[src/rtl/gpio_in_pkg.sv]
// Shared definitions for the memory-mapped GPIO input port.
// Latency: n/a (types and constants only).
// Backpressure: n/a.
package gpio_in_pkg;

    localparam int GPIO_IN_WIDTH = 8;

    // Word index within the block, taken from data_addr[3:2].
    typedef enum logic [1:0] {
        GPIO_IN_DATA = 2'd0,
        GPIO_IN_RISE = 2'd1,
        GPIO_IN_FALL = 2'd2,
        GPIO_IN_IEN  = 2'd3
    } gpio_in_reg_e;

endpackage

[src/rtl/gpio_in_debounce.sv]
// One-bit synchronizer plus debouncer with single-cycle rise/fall pulses.
// Latency: 2 sync edges + DEBOUNCE stable edges from pin change to level_o.
// Backpressure: none; pulses are one cycle wide and must be consumed at once.
module gpio_in_debounce #(
    parameter int DEBOUNCE = 4
) (
    input  logic clk,
    input  logic rstn,
    input  logic pin_i,
    output logic level_o,
    output logic rise_o,
    output logic fall_o
);

    localparam int             CW      = $clog2(DEBOUNCE + 1);
    localparam logic [CW-1:0]  CNT_MAX = CW'(DEBOUNCE - 1);

    logic          meta_q;
    logic          s_q;
    logic          d_q;
    logic          d_d;
    logic [CW-1:0] cnt_q;
    logic [CW-1:0] cnt_d;
    logic          accept;

    // Two-flop synchronizer for the asynchronous pin.
    always_ff @(posedge clk or negedge rstn) begin
        if (!rstn) begin
            meta_q <= 1'b0;
            s_q    <= 1'b0;
        end else begin
            meta_q <= pin_i;
            s_q    <= meta_q;
        end
    end

    // Count consecutive disagreeing cycles; accept the new level on the last one.
    always_comb begin
        accept = (s_q != d_q) && (cnt_q == CNT_MAX);
        d_d    = d_q;
        cnt_d  = '0;
        if (s_q != d_q) begin
            if (cnt_q == CNT_MAX) begin
                d_d = s_q;
            end else begin
                cnt_d = cnt_q + CW'(1);
            end
        end
    end

    // Debounced level and counter state.
    always_ff @(posedge clk or negedge rstn) begin
        if (!rstn) begin
            d_q   <= 1'b0;
            cnt_q <= '0;
        end else begin
            d_q   <= d_d;
            cnt_q <= cnt_d;
        end
    end

    // Pulses are combinational so the sticky flag lands on the same edge as d.
    assign level_o = d_q;
    assign rise_o  = accept & s_q;
    assign fall_o  = accept & ~s_q;

endmodule

[src/rtl/gpio_in.sv]
// 8-bit GPIO input port: debounced pins, sticky W1C edge flags, level IRQ.
// Latency: 1-cycle registered read; irq_o combinational from flag/enable regs.
// Backpressure: none; every bus access completes in one cycle.
module gpio_in
    import gpio_in_pkg::*;
#(
    parameter int BASE_PAGE = 2,
    parameter int DEBOUNCE  = 4
) (
    input  logic                     clk,
    input  logic                     rstn,
    input  logic [GPIO_IN_WIDTH-1:0] gpio_i,
    input  logic [31:0]              data_addr,
    input  logic [3:0]               datamem_wr,
    input  logic [7:0]               data_wr0,
    output logic [31:0]              data_rd,
    output logic                     irq_o
);

    localparam logic [21:0] PAGE = 22'(BASE_PAGE);

    logic [GPIO_IN_WIDTH-1:0] level;
    logic [GPIO_IN_WIDTH-1:0] rise_p;
    logic [GPIO_IN_WIDTH-1:0] fall_p;

    logic [GPIO_IN_WIDTH-1:0] rise_q, rise_d;
    logic [GPIO_IN_WIDTH-1:0] fall_q, fall_d;
    logic [GPIO_IN_WIDTH-1:0] ien_q,  ien_d;
    logic [31:0]              rd_q,   rd_d;

    logic                     sel;
    logic                     wr_en;
    gpio_in_reg_e             idx;
    logic                     unused_bits;

    genvar g;
    generate
        for (g = 0; g < GPIO_IN_WIDTH; g++) begin : g_pin
            gpio_in_debounce #(
                .DEBOUNCE (DEBOUNCE)
            ) u_db (
                .clk     (clk),
                .rstn    (rstn),
                .pin_i   (gpio_i[g]),
                .level_o (level[g]),
                .rise_o  (rise_p[g]),
                .fall_o  (fall_p[g])
            );
        end
    endgenerate

    // Address bits [9:4] alias the register set; upper strobes are not decoded.
    assign unused_bits = ^{datamem_wr[3:1], data_addr[9:4], data_addr[1:0]};

    assign sel   = (data_addr[31:10] == PAGE);
    assign wr_en = sel & datamem_wr[0];
    assign idx   = gpio_in_reg_e'(data_addr[3:2]);

    // Register next-state: W1C clears applied first so a same-cycle set wins.
    always_comb begin
        rise_d = (rise_q & ~((wr_en && idx == GPIO_IN_RISE) ? data_wr0 : 8'h00)) | rise_p;
        fall_d = (fall_q & ~((wr_en && idx == GPIO_IN_FALL) ? data_wr0 : 8'h00)) | fall_p;
        ien_d  = (wr_en && idx == GPIO_IN_IEN) ? data_wr0 : ien_q;
        rd_d   = 32'h0;
        if (sel) begin
            unique case (idx)
                GPIO_IN_DATA: rd_d = {24'h0, level};
                GPIO_IN_RISE: rd_d = {24'h0, rise_q};
                GPIO_IN_FALL: rd_d = {24'h0, fall_q};
                GPIO_IN_IEN:  rd_d = {24'h0, ien_q};
                default:      rd_d = 32'h0;
            endcase
        end
    end

    // Sticky flags, enables and the registered read port.
    always_ff @(posedge clk or negedge rstn) begin
        if (!rstn) begin
            rise_q <= '0;
            fall_q <= '0;
            ien_q  <= '0;
            rd_q   <= '0;
        end else begin
            rise_q <= rise_d;
            fall_q <= fall_d;
            ien_q  <= ien_d;
            rd_q   <= rd_d;
        end
    end

    assign data_rd = rd_q;
    assign irq_o   = |((rise_q | fall_q) & ien_q);

endmodule

[config.mk]
export PLATFORM = sky130hd
export DESIGN_NAME = gpio_in
export DESIGN_NICKNAME = d
export VERILOG_FILES = /design/src/rtl/gpio_in_pkg.sv /design/src/rtl/gpio_in_debounce.sv /design/src/rtl/gpio_in.sv
export SDC_FILE = /design/constraint.sdc
export NUM_CORES = 1
export LEC_CHECK = 0
export BUFFER_PORTS_ARGS = -buffer_cell sky130_fd_sc_hd__buf_2
export CORE_AREA = 2 2 104 106
export CTS_CLUSTER_DIAMETER = 30
export CTS_CLUSTER_SIZE = 25
export DETAILED_ROUTE_END_ITERATION = 10
export DIE_AREA = 0 0 106 108
export MAX_ROUTING_LAYER = met4
export PLACE_DENSITY = 0.68
export SYNTH_ARGS = -nofsm -noshare
export SYNTH_HDL_FRONTEND = slang
export SYNTH_SLANG_ARGS = --single-unit
[constraint.sdc]
create_clock -name clk -period 1.5 [get_ports clk]
set_input_delay 0.075 -clock clk [delete_from_list [all_inputs] [get_ports clk]]
set_output_delay 0.075 -clock clk [all_outputs]
set_load 0.01 [all_outputs]
==> Word level (Yosys, flattened, before mapping) <==
Index checks and enable logic that the tools add are counted.
{ "word_totals": {"ff_bits": 104, "in_bits": 54} }
{ "classes": {"n_addsub": 8, "n_eq_ne": 20, "n_mux": 20, "n_bitwise": 33, "reduce_logical": 21} }
{ "ops": {"columns": ["operator", "count"], "rows": [
  ["32-bit one-hot mux with 4 select lines", 1],
  ["3-bit two-way mux", 16],
  ["32-bit two-way mux", 1],
  ["3-bit by 1-bit adder with 3-bit output, second input constant", 8],
  ["8-bit bitwise AND", 3],
  ["3-bit by 2-bit == test with 1-bit output, second input constant", 8],
  ["8-bit OR", 3],
  ["22-bit by 2-bit == test with 1-bit output, second input constant", 1],
  ["1-bit bitwise AND", 17],
  ["8-bit two-way mux", 2],
  ["8-bit NOT", 2],
  ["2-bit AND reduction", 8],
  ["1-bit logical AND", 11],
  ["1-bit inequality test", 8],
  ["1-bit NOT", 8],
  ["8-bit OR reduction", 1],
  ["2-bit == test, second input constant", 2],
  ["2-bit by 1-bit == test with 1-bit output, second input constant", 1],
  ["2-bit logical NOT", 1]
]} }

==> Logic depth before layout (Yosys ltp) <==
Gate-level depths: netlist of the first run.
{ "logic_depth": {"ltp_word": 7, "depth_mapped": 5, "ltp_nobuf": 4} }

==> By module <==
Synthesis of the first run repeated with hierarchy kept, for this count alone.
{ "hier_totals": {"cells_unflattened": 281, "hier_area_um2": 3673.5} }
{ "by_module_without_submodules": {"columns": ["module", "instances", "cells_per_inst", "area_per_inst_um2", "seq_area_each_um2"], "rows": [
  ["gpio_in_debounce", 8, 15, 235.2, 150.1],
  ["gpio_in", 1, 161, 1791.7, 800.8]
]} }

==> Least setup slack after synthesis of the first run <==
Ideal clock, no wire load.
{ "synth_timing": {"path_type": "input to register", "from": "input port data_addr[10]", "to": "register ien_q[0]", "setup_ps": 125, "arrival_ps": 1518, "required_time_ps": 1375, "setup_slack_ps": -143, "cell_stages": 5, "n_path_buf": 1, "path_cell_list": "nor4b_2 nand4_2 or4_1 buf_6 mux2_4"} }
{ "synth_via": {"elab_chain_len": 3} }
{ "synth_rtl": {"columns": ["item", "line_no", "source"], "rows": [
  ["start: declaration", "gpio_in.sv:13", "input logic [31:0] data_addr,"],
  ["22-bit by 2-bit == test with 1-bit output", "gpio_in.sv:55", "assign sel = (data_addr[31:10] == PAGE);"],
  ["1-bit bitwise AND", "gpio_in.sv:56", "assign wr_en = sel & datamem_wr[0];"],
  ["1-bit logical AND", "gpio_in.sv:63", "ien_d = (wr_en && idx == GPIO_IN_IEN) ? data_wr0 : ien_q;"],
  ["end signal: assignment", "gpio_in.sv:86", "ien_q <= ien_d;"],
  ["end: declaration", "gpio_in.sv:28", "logic [GPIO_IN_WIDTH-1:0] ien_q, ien_d;"]
]} }
Every way passes these cells.
A chain may end at the register's enable or synchronous reset.

==> Worst setup path in the final report of the first run <==
{ "layout_timing": {"from": "register rise_q[4]", "to": "output port irq_o"} }
{ "layout_via": {"elab_chain_len": 3} }
{ "layout_rtl": {"columns": ["item", "line_no", "source"], "rows": [
  ["start: declaration", "gpio_in.sv:26", "logic [GPIO_IN_WIDTH-1:0] rise_q, rise_d;"],
  ["start signal: assignment", "gpio_in.sv:84", "rise_q <= rise_d;"],
  ["8-bit OR", "gpio_in.sv:92", "assign irq_o = |((rise_q | fall_q) & ien_q);"],
  ["8-bit bitwise AND", "gpio_in.sv:92", null],
  ["8-bit OR reduction", "gpio_in.sv:92", null],
  ["end: declaration", "gpio_in.sv:17", "output logic irq_o"]
]} }
Every way passes these cells.

==> key figures, run 1 <==
Routing
  – Vias: 2,371
  – Starting DRC count in detailed routing: approximately 120
  – DRC viols: 0
  – Routed wire length: 6.84 mm
  – DR vias/cell: 4.75
  – DRT Pass-1 Iters: 4
  – DRT antenna net count: 0
  – Wire per inst: between 10 and 15 um

Floorplanning
  – Die H: around 110 um
  – Core area: approximately 10,000 sq um
  – # rows: 37
  – I/O pin count: between 80 and 90
  – Die width: 106 um
  – Die area: about 11,000 sq um
  – Initial Util: about a third

Placement
  – Hpwl dp: approximately 4.8 mm
  – GPL Wtd Cong: roughly 0.75
  – DP Cell Count: between 400 and 500
  – IO buf count: between 50 and 60
  – DP Worst Slack: -222 ps

Logic synthesis
  – Syn Area/Cell: roughly 13 sq um
  – #FFs+latches synth: 80
  – Ys flop type: dfrtp_1
  – Seq/Total Area, Yosys: between 50% and 60%
  – Syn Inst Count: ~280
  – Compound-Gate Fraction of Synth Area: 5.06%
  – Mux contribution to synthesized area: between 10% and 20%
  – Synth area leaders: dfrtp_1, buf_4, mux4_2
  – Largest family of logic cells by synthesized area: simple AND/OR/NAND/NOR gates
  – Cell taking the most area after synthesis: dfrtp_1
  – Synth top cells by count: dfrtp_1, nand2_1, buf_4
  – Most frequent cell after synthesis: dfrtp_1
  – Yosys warns: 0
  – Area share of and/or/nand/nor cells after synthesis: roughly 17%
  – Xor/xnor cell area share of the yosys netlist: 1.97%
  – Synth top area share: 56.2%
  – Count of flip-flops with a built-in enable after synthesis: 0
  – Post-Synth Adder-Cell Area: 2.81%
  – Unique masters post-synth: 28
  – Mapped cell area: 3560 sq um
  – Post-synth ARST share: 100%

Worst setup path
  – Worst Path Max Fanout: 3
  – Worst path slowest cell: dfrtp_1
  – Crit-path cells: o21ai_1 > nand4_1 > or2_4 > buf_6
  – Req. time, crit path: between 1000 and 1500 ps
  – Critical Path Start: rise_q[4]$_DFF_PN0_
  – R2R depth: 4
  – Critical path class: register to output port
  – R2R setup slack: approximately 150 ps
  – Arrival @ worst endpoint: 1400 ps
  – Worst r2r dst: data_rd[5]$_DFF_PN0_
  – CP startpoint kind: register
  – Critical Path End: irq_o
  – Worst setup EP type: output port
  – Max stage delay on crit path: approximately 400 ps
  – Worst r2r src: rise_q[5]$_DFF_PN0_

Power and ir drop
  – P_sw: between 1 and 1.5 mW
  – Clock network power share: a little under a third
  – Power density cells: roughly 1200 nW/um^2
  – Net Sw Frac: a little over a quarter
  – Logic pwr share: about a fifth
  – Peak supply drop: roughly 0.0005 V
  – Relative contribution of sequential cells to total power: a little under 50%
  – LEAKAGE: 1.98 nW
  – Tot Pwr: about 5.5 mW
  – Pint: slightly above 4 mW

CTS
  – CTS H-tree depth: 3
  – Clock slew at reported path FFs: around 80 ps
  – CTS tree: yes
  – Clk Latency, worst-skew pair: approximately 350 ps
  – Num CTS Buffers: 9
  – Root buf cell: clkbuf_8
  – CTS sink count: 80
  – Clock Path Buffers: 2

STA
  – Final setup vio count: 0
  – Clk_skew: 10.5 ps
  – F_max: 0.680 GHz
  – Setup TNS: 0 ps
  – Final min period: about 1500 ps
  – Max Slew Vio Count: 0
  – Tcrit/Tclk final: between 90% and 100%
  – Final setup margin: 28.5 ps
  – RSZ-0062 raised after global routing: yes
  – Final Hold Vio Count: 0

GRT
  – Initial antenna violation count: 0
  – Gr usage total: 13.3%
  – Pin count of the biggest net entering global routing: 39
  – Congestion Overflow GR: 0
  – First-pass GRT wire length: roughly 11 mm
  – Vias in the first global route: ~2.4k

Outcome
  – Status: finished, final reports clean

Layout
  – # diodes: 0
  – Cell Count, Final, Fillers Out: approximately 500
  – Filler instances: between 900 and 1k
  – Area grow syn2layout: 25.2%
  – Multi-input gate area: between 1000 and 1500 sq um
  – Layout Nets: about 420
  – FF/Latch Area: 2000 sq um
  – Layout cells sized above 1: 32.8%

Min path
  – Hold WC Path Type: primary input to async pin

Job
  – Max Cap Violations: 0
-- layout make-up --
type	count	area share, %
clock buffer	10	3.09
clock inverter	5	1.82
inverter	1	0.0842
multi-input combinational	184	33.4
sequential	80	44.9
tap	136	3.82
timing repair buffer	83	12.8
-- critical path: cells and delay by family (launching register included) --
kind | cells | cell delay [ps]
flops | 1 | 400
simple gates | 2 | 360
buf+inv | 1 | 120
compound gates | 1 | 170
-- what timing repair did --
item,CTS,global route
endpoints found under the hold margin,76,2
setup buffers,2,2
pin swaps,1,3
resized for setup,11,4
gates cloned,0,0
setup endpoints to repair,1,1
hold buffers,15,2
-- cell families (layout without fill, tap and decap cells) --
logic type	count (synthesis)	in the layout
XOR/XNOR	8	8
buffers and inverters	34	99
adder cells (fa/ha/maj)	8	8
flip-flops	80	80
AO/OA/AOI/OAI	24	24
AND/OR/NAND/NOR	96	96
other	1	24
multiplexers	24	24
-- state kept, by name, summed over array words and instances (netlist names) --
signal,count
fall_q,8
g_pin.u_db.meta_q,8
data_rd,8
g_pin.u_db.level_o,8
g_pin.u_db.cnt_q,24
ien_q,8
rise_q,8
g_pin.u_db.s_q,8
-- layer usage --
layer	part of all wire, %	track usage [%]	vias up	wire [um]
li1	-	-	1102	-
met3	6.5	2.83	6	447
met2	47	20.4	105	3180
met5	0	-	-	0
met4	0.99	5.08	0	68
met1	46	17.3	1158	3150
-- metrics by stage --
step           area [sq um]  hold WS (ps)  util (%)
3_3_place_gp           4010          10.3      39.2
2_1_floorplan          3700          -221         -
6_report               4460           178      43.6
3_5_place_dp           4010          17.5      39.2
5_1_grt                4460           204      43.6
4_1_cts                4410          1.06      43.1
-- power groups by stage --
stage                     clock network [mW]  logic, mW  registers (mW)
after floorplan                            0      0.784            2.68
after global placement                     0      0.969            2.73
after detailed placement                   0       1.02            2.74
after CTS                               1.79       1.05            2.70
after global routing                    1.88       1.19            2.75
final                                   1.74       1.04            2.70
-- placed cells by master, fill, tap and decap left out, drive strengths merged, types with 10 or more instances in the layout --
cell,instances
o41ai,16
nand3b,16
nor2b,19
clkbuf,10
mux2,16
dlygate4sd3,17
nand2,26
buf,66
nor3b,13
conb,24
dfrtp,80
-- worst min-delay path by stage --
stage	start	end	slack (ps)	cells after the start
detailed placement	rstn	data_rd[4]$_DFF_PN0_	20	1
finish	rstn	data_rd[0]$_DFF_PN0_	180	2
floorplan	rstn	data_rd[0]$_DFF_PN0_	-220	0
global route	rstn	data_rd[2]$_DFF_PN0_	200	2
global placement	rstn	data_rd[4]$_DFF_PN0_	10	1
CTS	data_wr0[7]	ien_q[7]$_DFFE_PN0P_	1	2
(Power assumes the default switching activity.)
==> run 2, diff against run 1 <==
Settings changed: CORE_AREA 2 2 104 106 to 2 2 106 108, DIE_AREA 0 0 106 108 to 0 0 108 110, PLACE_DENSITY 0.68 to 0.67, SYNTH_HIERARCHICAL set to 1.
==> run 2 against run 1 <==
Against the previous run: first-iteration DRC count shrank 18%; count of clock-buffer cells in the layout grew 1; routed wire length shrank 1.2%; register-to-register slack gained 20 ps; largest power group unchanged.
==> key figures, run 2 <==
Power and ir drop
  – Tot Pwr: ~5.6 mW
  – Peak supply drop: 0.000484 V
  – Pint: about 4.2 mW
  – Net Sw Frac: between 20% and 30%
  – P_sw: between 1 and 1.5 mW
  – Clock network power share: 33.4%
  – Power density cells: about 1200 nW/um^2
  – LEAKAGE: slightly above 2 nW
  – Relative contribution of sequential cells to total power: 48.3%
  – Logic pwr share: approximately 18%

STA
  – F_max: ~0.67 GHz
  – Tcrit/Tclk final: 99.7%
  – Final min period: approximately 1500 ps
  – Final setup margin: roughly 5.2 ps
  – RSZ-0062 raised after global routing: yes
  – Final Hold Vio Count: 0
  – Final setup vio count: 0
  – Clk_skew: 9.21 ps
  – Hold slack: just over 200 ps
  – Max Slew Vio Count: 0

Placement
  – DP Worst Slack: -357 ps
  – GPL Wtd Cong: roughly 0.74
  – Post-DP Area: ~4100 sq um
  – IO buf count: 51
  – Hpwl dp: roughly 5 mm

Logic synthesis
  – Synth top area share: between 50% and 60%
  – Unique masters post-synth: 30
  – Count of flip-flops with a built-in enable after synthesis: 0
  – Syn Area/Cell: 13.1 sq um
  – Syn Inst Count: 281
  – Yosys warns: 6
  – Post-synth ARST share: 100%
  – Most frequent cell after synthesis: dfrtp_1
  – Synth area leaders: dfrtp_1, nor3b_1, buf_4
  – Mapped cell area: ~3700 sq um
  – Ys flop type: dfrtp_1
  – Synth top cells by count: dfrtp_1, nor3b_1, buf_4
  – #FFs+latches synth: 80
  – Seq/Total Area, Yosys: 54.5%
  – Cell taking the most area after synthesis: dfrtp_1

Floorplanning
  – Core area: 10,700 sq um
  – I/O pin count: 87
  – Die area: roughly 12,000 sq um
  – # rows: 38
  – Initial Util: roughly a third
  – Die H: approximately 110 um
  – Die width: roughly 110 um

Routing
  – Routed wire length: a little under 7 mm
  – DR vias/cell: 4.53
  – DRT Pass-1 Iters: 4
  – Vias: around 2.4k
  – Starting DRC count in detailed routing: just under 100
  – Wire per inst: around 13 um
  – DRT antenna net count: 0
  – DRC viols: 0

Worst setup path
  – Worst setup EP type: register
  – CP startpoint kind: primary input
  – Worst Path Max Fanout: 8
  – Critical path class: primary input to register
  – Arrival @ worst endpoint: 1720 ps
  – Req. time, crit path: about 1700 ps

Min path
  – Hold WC Path Type: primary input to async pin

Layout
  – Layout cells sized above 1: between 30% and 40%
  – Post-route core utilization: a little over two fifths
  – Area grow syn2layout: 25.7%
  – Largest register FFs: 24
  – Finished Cell Area: between 4000 and 5000 sq um
  – Most common cell after layout, fill and taps aside: dfrtp_1
  – Layout Nets: 437
  – # diodes: 0
  – Commonest non-fill, non-tap cells in the layout: dfrtp_1, buf_2, nor3b_1
  – Register name with the most flops: g_pin.u_db/cnt_q

Job
  – Max Cap Violations: 0

CTS
  – Num CTS Buffers: 9
  – CTS H-tree depth: 3
  – Root buf cell: clkbuf_8
  – CTS sink count: 80
  – Clock Path Buffers: 2
  – Clock slew at reported path FFs: 80 ps
  – Clk Latency, worst-skew pair: approximately 350 ps
  – CTS tree: yes

GRT
  – Pin count of the biggest net entering global routing: 33
  – Vias in the first global route: ~2.3k
  – Initial antenna violation count: 0
  – First-pass GRT wire length: 11.0 mm
  – Congestion Overflow GR: 0
  – Gr usage total: about 13%

Outcome
  – Status: finished, final reports clean
## run 2: cell types whose count changed after synthesis, moves of 14 or more
cell	delta
a31oi_1	+16
inv_1	+15
nand2_1	-26
nand3b_1	-14
nor2_1	+15
nor2b_1	-19
nor3b_1	+19
o41ai_1	-16
## run 2: power groups by stage
stage	sequential (mW)	combinational [mW]	clock, mW
after floorplan	2.67	0.831	0
after global placement	2.73	0.962	0
after CTS	2.70	1.04	1.92
after global routing	2.76	1.17	2.03
final	2.70	1.03	1.87
after detailed placement	2.75	1.02	0
## run 2: logic make-up (layout without fill, tap and decap cells)
kind of cell             count (synthesis)  after routing  synth area share (%)
XOR/XNOR                                 8              8                  1.91
flip-flops                              80             80                  54.5
other                                    1             24                 0.102
adder cells (fa/ha/maj)                  8              8                  2.72
buffers and inverters                   44            120                  6.95
AO/OA/AOI/OAI                           24             24                  3.81
multiplexers                            24             24                  10.6
AND/OR/NAND/NOR                         92             92                  19.4
## run 2: area by class of cell
type,count,area (sq um)
Clock buffer,11,131
Clock inverter,5,105
Timing Repair Buffer,88,628
Inverter,16,60.1
Tap cell,140,175
Sequential cell,80,2000
Fill cell,1026,6080
Multi-Input combinational cell,180,1520
## run 2: stage by stage
stage | instances | setup TNS, ps
after global placement | 476 | -6110
after floorplan | 304 | -1940
after CTS | 513 | 0
after global routing | 520 | -462
after detailed placement | 476 | -6020
final | 520 | 0
## run 2: worst max-delay path: stages
cell and delay [ps]:
buf_6 90, or4_4 550, nor4_4 370, nand4_4 280, mux2_4 360
## run 2: layer usage
metal  wire (um)  track usage (%)  part of all wire, %  vias up
met1        3030             15.3                   45     1159
met4          70             4.12                  1.0        0
met5           0                -                    0        -
li1            -                -                    -     1136
met3         361             3.64                  5.3        6
met2        3310             20.2                   49       57
## run 2: what timing repair did
action | CTS | global route
pin swaps | 3 | 9
gates resized for setup | 11 | 3
hold endpoints to repair | 58 | 0
buffers inserted | 4 | 7
hold buffers | 17 | 0
setup endpoints to repair | 2 | 9
## run 2: final timing paths
path / from / to / slack [ps] / depth (start not counted)
max: data_addr[16] / ien_q[0]$_DFFE_PN0P_ / 5 / 5
min: rstn / g_pin[5].u_db/cnt_q[2]$_DFF_PN0_ / 210 / 2
max reg2reg: fall_q[0]$_DFF_PN0_ / data_rd[0]$_DFF_PN0_ / 170 / 3
min reg2reg: g_pin[6].u_db/meta_q$_DFF_PN0_ / g_pin[6].u_db/s_q$_DFF_PN0_ / 340 / 0
max in group asynchronous: rstn / g_pin[0].u_db/meta_q$_DFF_PN0_ / 770 / 3
min in group clk: datamem_wr[0] / ien_q[2]$_DFFE_PN0P_ / 220 / 3
